### src/rtl/muldiv_seq.sv
// RV32M multiply/divide sequencer that borrows the shared integer ALU for every add/subtract.
// Latency: result valid 36 cycles after accept. Backpressure: holds the result until resp_ready; req_ready is high only when idle.
module muldiv_seq #(
    parameter int XLEN  = 32,
    parameter int ITERS = 32
) (
    input  logic            clk,
    input  logic            rst,
    input  logic            kill,
    input  logic            req_valid,
    output logic            req_ready,
    input  logic [2:0]      req_op,
    input  logic [XLEN-1:0] req_a,
    input  logic [XLEN-1:0] req_b,
    output logic            resp_valid,
    input  logic            resp_ready,
    output logic [XLEN-1:0] resp_data,
    output logic [XLEN-1:0] alu_a,
    output logic [XLEN-1:0] alu_b,
    output logic [3:0]      alu_op,
    input  logic [XLEN-1:0] alu_result
);

    localparam logic [2:0] OP_MUL    = 3'b000;
    localparam logic [2:0] OP_MULH   = 3'b001;
    localparam logic [2:0] OP_MULHSU = 3'b010;
    localparam logic [2:0] OP_DIV    = 3'b100;
    localparam logic [2:0] OP_DIVU   = 3'b101;
    localparam logic [2:0] OP_REM    = 3'b110;

    localparam logic [3:0] ALU_ADD = 4'b0000;
    localparam logic [3:0] ALU_SUB = 4'b0001;

    localparam logic [5:0] CNT_LAST = 6'(ITERS - 1);

    typedef enum logic [2:0] {
        IDLE,
        ABS_A,
        ABS_B,
        ITER,
        FIX_LO,
        FIX_HI,
        DONE
    } state_t;

    state_t          state;
    logic [XLEN-1:0] hi;
    logic [XLEN-1:0] lo;
    logic [XLEN-1:0] opa;
    logic [XLEN-1:0] opb;
    logic [5:0]      cnt;
    logic [2:0]      op;
    logic            sa;
    logic            sb;

    logic            is_div;
    logic            sel_lo;
    logic            nlo;
    logic            nhi;
    logic [XLEN-1:0] div_s;
    logic            div_ge;
    logic            mul_c;
    logic            acc_sa;
    logic            acc_sb;

    assign req_ready = (state == IDLE);

    assign is_div = op[2];
    assign sel_lo = (op == OP_MUL) || (op == OP_DIV) || (op == OP_DIVU);

    // A zero divisor leaves the all-ones quotient un-negated; the remainder keeps the dividend's sign.
    assign nlo = is_div ? ((sa ^ sb) & (opb != '0)) : (sa ^ sb);
    assign nhi = is_div ? sa : (sa ^ sb);

    assign div_s  = {hi[XLEN-2:0], lo[XLEN-1]};
    assign div_ge = hi[XLEN-1] | (div_s >= opb);
    assign mul_c  = (alu_result < hi);

    assign acc_sa = req_a[XLEN-1] &
                    ((req_op == OP_MULH) || (req_op == OP_MULHSU) ||
                     (req_op == OP_DIV)  || (req_op == OP_REM));
    assign acc_sb = req_b[XLEN-1] &
                    ((req_op == OP_MULH) || (req_op == OP_DIV) || (req_op == OP_REM));

    always_comb begin
        alu_a  = '0;
        alu_b  = '0;
        alu_op = ALU_ADD;
        case (state)
            ABS_A: begin
                if (sa) begin
                    alu_b  = opa;
                    alu_op = ALU_SUB;
                end else begin
                    alu_a = opa;
                end
            end
            ABS_B: begin
                if (sb) begin
                    alu_b  = opb;
                    alu_op = ALU_SUB;
                end else begin
                    alu_a = opb;
                end
            end
            ITER: begin
                if (is_div) begin
                    alu_a  = div_s;
                    alu_b  = opb;
                    alu_op = ALU_SUB;
                end else begin
                    alu_a = hi;
                    alu_b = lo[0] ? opa : '0;
                end
            end
            FIX_LO: begin
                if (nlo) begin
                    alu_b  = lo;
                    alu_op = ALU_SUB;
                end else begin
                    alu_a = lo;
                end
            end
            FIX_HI: begin
                // Product high word: two's-complement carry from the low word only when it is zero.
                if (nhi && !is_div) begin
                    alu_a = ~hi;
                    alu_b = {{(XLEN-1){1'b0}}, (lo == '0)};
                end else if (nhi) begin
                    alu_b  = hi;
                    alu_op = ALU_SUB;
                end else begin
                    alu_a = hi;
                end
            end
            default: begin
            end
        endcase
    end

    always_ff @(posedge clk or posedge rst) begin
        if (rst) begin
            state      <= IDLE;
            hi         <= '0;
            lo         <= '0;
            opa        <= '0;
            opb        <= '0;
            cnt        <= '0;
            op         <= '0;
            sa         <= 1'b0;
            sb         <= 1'b0;
            resp_valid <= 1'b0;
            resp_data  <= '0;
        end else if (kill && (state != IDLE)) begin
            state      <= IDLE;
            resp_valid <= 1'b0;
        end else begin
            case (state)
                IDLE: begin
                    if (req_valid) begin
                        op    <= req_op;
                        opa   <= req_a;
                        opb   <= req_b;
                        sa    <= acc_sa;
                        sb    <= acc_sb;
                        state <= ABS_A;
                    end
                end
                ABS_A: begin
                    opa   <= alu_result;
                    state <= ABS_B;
                end
                ABS_B: begin
                    opb   <= alu_result;
                    hi    <= '0;
                    lo    <= is_div ? opa : alu_result;
                    cnt   <= '0;
                    state <= ITER;
                end
                ITER: begin
                    if (is_div) begin
                        hi <= div_ge ? alu_result : div_s;
                        lo <= {lo[XLEN-2:0], div_ge};
                    end else begin
                        hi <= {mul_c, alu_result[XLEN-1:1]};
                        lo <= {alu_result[0], lo[XLEN-1:1]};
                    end
                    cnt <= cnt + 6'd1;
                    if (cnt == CNT_LAST) begin
                        state <= FIX_LO;
                    end
                end
                FIX_LO: begin
                    lo    <= alu_result;
                    state <= FIX_HI;
                end
                FIX_HI: begin
                    hi         <= alu_result;
                    resp_data  <= sel_lo ? lo : alu_result;
                    resp_valid <= 1'b1;
                    state      <= DONE;
                end
                DONE: begin
                    if (resp_ready) begin
                        resp_valid <= 1'b0;
                        state      <= IDLE;
                    end
                end
                default: begin
                    state <= IDLE;
                end
            endcase
        end
    end

endmodule

### config.mk
export PLATFORM = sky130hd
export DESIGN_NAME = muldiv_seq
export DESIGN_NICKNAME = d
export VERILOG_FILES = /design/src/rtl/muldiv_seq.sv
export SDC_FILE = /design/constraint.sdc
export NUM_CORES = 1
export LEC_CHECK = 0
export CAP_MARGIN = 30
export CORE_UTILIZATION = 40
export DETAILED_ROUTE_END_ITERATION = 10
export SYNTH_ARGS = -nofsm -noshare
export SYNTH_HDL_FRONTEND = slang
export SYNTH_SLANG_ARGS = --single-unit
### constraint.sdc
create_clock -name clk -period 6.85 [get_ports clk]
set_input_delay 1.37 -clock clk [delete_from_list [all_inputs] [get_ports clk]]
set_output_delay 1.37 -clock clk [all_outputs]
set_load 0.02 [all_outputs]
==> impl_metrics.ini <==
[power]
seqPwrFrac_pct = 29.0
power.density_nw_per_um2 = 515.3
p_total_mw = 8.277
peakVddDrop_mv = 0.2717
power.internal_mw = 4.138
pwr-share-comb_pct = 58.5
switchingPower_mw = 4.139
pwr-share-clk_pct = 12.5
swShare_pct = 50.00
p_leak_nw = 7.147

[grt]
grt_max_degree = 83
grt_pass1_wl_um = 76960
gr-total-overflow = 0
grt_pass1_vias = 12780
track_usage_pct = 29.57
antenna_found_initial = 1

[sta]
rsz0062_at_grt = false
skew_ns = 0.01388
setup_tns_ns = 0
setup_viol = 0
tightest_slew_ns = 1.058
post-route-min-period_ns = 5.484
post-route-period-util_pct = 80.06
fmax_mhz = 182.4
drv_slew = 0
timing.hold.ws_ns = 0.5072
slew_headroom_pct = 29.49
hold_viol_final = 0

[clock_network]
clk_transition_reported_paths_ns = 0.08
numCtsBuffers = 17
cts_max_level = 4
post-cts-setup-buffers = 0
cts_sinks = 175
worstSkewPairLatency_ns = 0.45
tritoncts = yes
postCtsHoldBufs = 0
cts.path.max_buffers = 2
root_buffer = clkbuf_16
post_cts_resized = 0

[critical_path]
slowest_delay_ns = 0.98
critical_path_buf_inv_count = 2
cp_max_fo = 36
r2r_cells = 10
regToRegStartpoint = lo[31]
worstPathCellList = nand2_1 > nor2_2 > buf_4 > a32o_2 > a22oi_1 > nand3_1 > clkdlybuf4s50_1
cp-start-kind = flop
path_class = reg2out
crit_path_top_delay_cell = a32o_2
endpoint_kind = primary output
critPathArrivalTime_ns = 4.11
r2r-end = hi[27]
critical-path-top-delay-family = compound AO/OA/AOI/OAI gates
critPathRequiredTime_ns = 5.48
rrSetupSlack_ns = 3.25

[synthesis]
syn_avg_cell_area_um2 = 8.113
yosysWarnings = 0
ys_types = 57
async_flop_share_pct = 100.0
ys_ff_latch = 175
synth_edf_count = 0
ys_seq_area_share_pct = 32.98
synthCells = 1637
synthFlopType = dfrtp_1
synthesis.area_um2 = 13280

[detailed_routing]
wl_per_cell_um = 22.70
drc = 0
drt-pass1-iter-count = 7
num_vias = 13450
via_per_inst = 6.171
totalWireLength_um = 49480
ant_nets = 0
drt-initial-drc-count = 1566

[place]
dp.cells = 2147
dp_hpwl_um = 32630
place.gp.congestion = 0.8478
portBuffers = 202

[die]
die_y_um = 184.2
boundaryPins = 206
start_util_pct = 40.71
fp.coreArea_um2 = 32620
num_rows = 66
fp.dieW_um = 184.2
die_area_um2 = 33930

[cells_and_area]
instances_no_fill = 2180
final_util_pct = 49.24
layout-drive-gt1-share_pct = 5.354
nets = 1893
final_common_cell = nand2_1
final_cell_mix = nand2_1, clkdlybuf4s50_1, dfrtp_1, mux2i_1, a21oi_1
nFillCells = 3179
area_growth_pct = 20.94

[hold_path]
min_path_type = reg2reg
worstHoldStart = cnt[0]
min_to = cnt[0]
whs_path_depth = 1

[run_status]
status = complete, no violations

[flow_run]
drv_cap = 0
[registers in the layout, summed over array words and instances, names as in the netlist]
signal and cells:
sb 1, hi 32, sa 1, resp_data 32
cnt 6, state 3, resp_valid 1, opa 32
lo 32, opb 32, op 3
[area by class of cell]
type	instances	area, um^2	area share, %
Multi-Input combinational cell	1238	8055	50.15
Clock buffer	19	432.9	2.695
Sequential cell	175	4383	27.29
Timing Repair Buffer	226	2218	13.81
Inverter	67	256.5	1.597
Tap cell	442	553.0	3.443
Clock inverter	12	160.2	0.9971
Antenna cell	1	2.502	0.01558
[synth_stat cells, types with 3 or more instances]
cell type  count  area [um^2]
nand2_1      306         1149
dfrtp_1      175         4379
mux2i_1      163         1632
a21oi_1      152        760.7
nor2_1       125        469.2
clkbuf_1     119        446.7
o21ai_1       80        400.4
inv_1         67        251.5
ha_1          64        800.8
a221oi_1      63        551.8
o21ai_0       36        180.2
a221o_1       34        340.3
o221ai_1      33        289.0
and3_1        32        200.2
a222oi_1      31        310.3
buf_2         24        120.1
nor4_1        14        87.58
nand3_1       11        55.05
nand4_1       11        68.82
nor3_1         8        40.04
a21o_1         7        52.55
a22o_1         6        52.55
buf_1          6        22.52
o21a_1         5        37.54
buf_6          4        45.04
nand2b_1       4        25.02
nor2b_1        4        25.02
a31oi_1        3        18.77
and2_1         3        18.77
buf_4          3        22.52
clkbuf_8       3        41.29
mux2_2         3        33.78
o211ai_1       3        22.52
or2_1          3        18.77
xnor2_1        3        26.28
[stage by stage]
step,cell area [um^2],worst slack (ns)
CTS,16040,1.455
finish,16060,1.366
floorplan,13290,0.7348
global route,16060,1.256
global placement,15430,1.795
detailed placement,15450,1.947
[power groups by stage]
stage	Clock [mW]	Sequential, mW	Combinational, mW
6_report	1.04	2.40	4.84
3_5_place_dp	0	2.37	4.79
2_1_floorplan	0	2.02	3.36
3_3_place_gp	0	2.38	4.71
4_1_cts	1.05	2.36	4.81
5_1_grt	1.09	2.46	5.27
[kinds of logic (layout without fill, tap and decap cells)]
| logic type | count (synthesis) | count (layout) | share of synthesized area (%) |
|---|---|---|---|
| buffers and inverters | 226 | 324 | 7.151 |
| AOI/OAI and AO/OA | 472 | 472 | 24.21 |
| DFF | 175 | 175 | 32.98 |
| adders and majority gates | 64 | 64 | 6.030 |
| muxes | 166 | 166 | 12.54 |
| and+or+nand+nor | 530 | 530 | 16.86 |
| other | 1 | 4 | 0.02824 |
| xor gates and xnor gates | 3 | 3 | 0.1979 |
[worst max-delay path by stage]
stage | slack [ns] | start | depth (start not counted) | end
2_1_floorplan | 0.73 | rst | 1 | cnt[0]
3_3_place_gp | 1.80 | state[0] | 5 | alu_b[13]
3_5_place_dp | 1.95 | state[0] | 7 | alu_b[0]
4_1_cts | 1.46 | state[0] | 7 | alu_b[0]
5_1_grt | 1.26 | state[0] | 7 | alu_b[14]
6_report | 1.37 | state[0] | 7 | alu_b[0]
[per-layer routing]
layer | track usage, % | share of wire, %
met2 | 45.53 | 45
met3 | 4.347 | 8.6
met1 | 42.24 | 44
met5 | 0 | 0
met4 | 9.800 | 2.2
(Power assumes the default switching activity.)
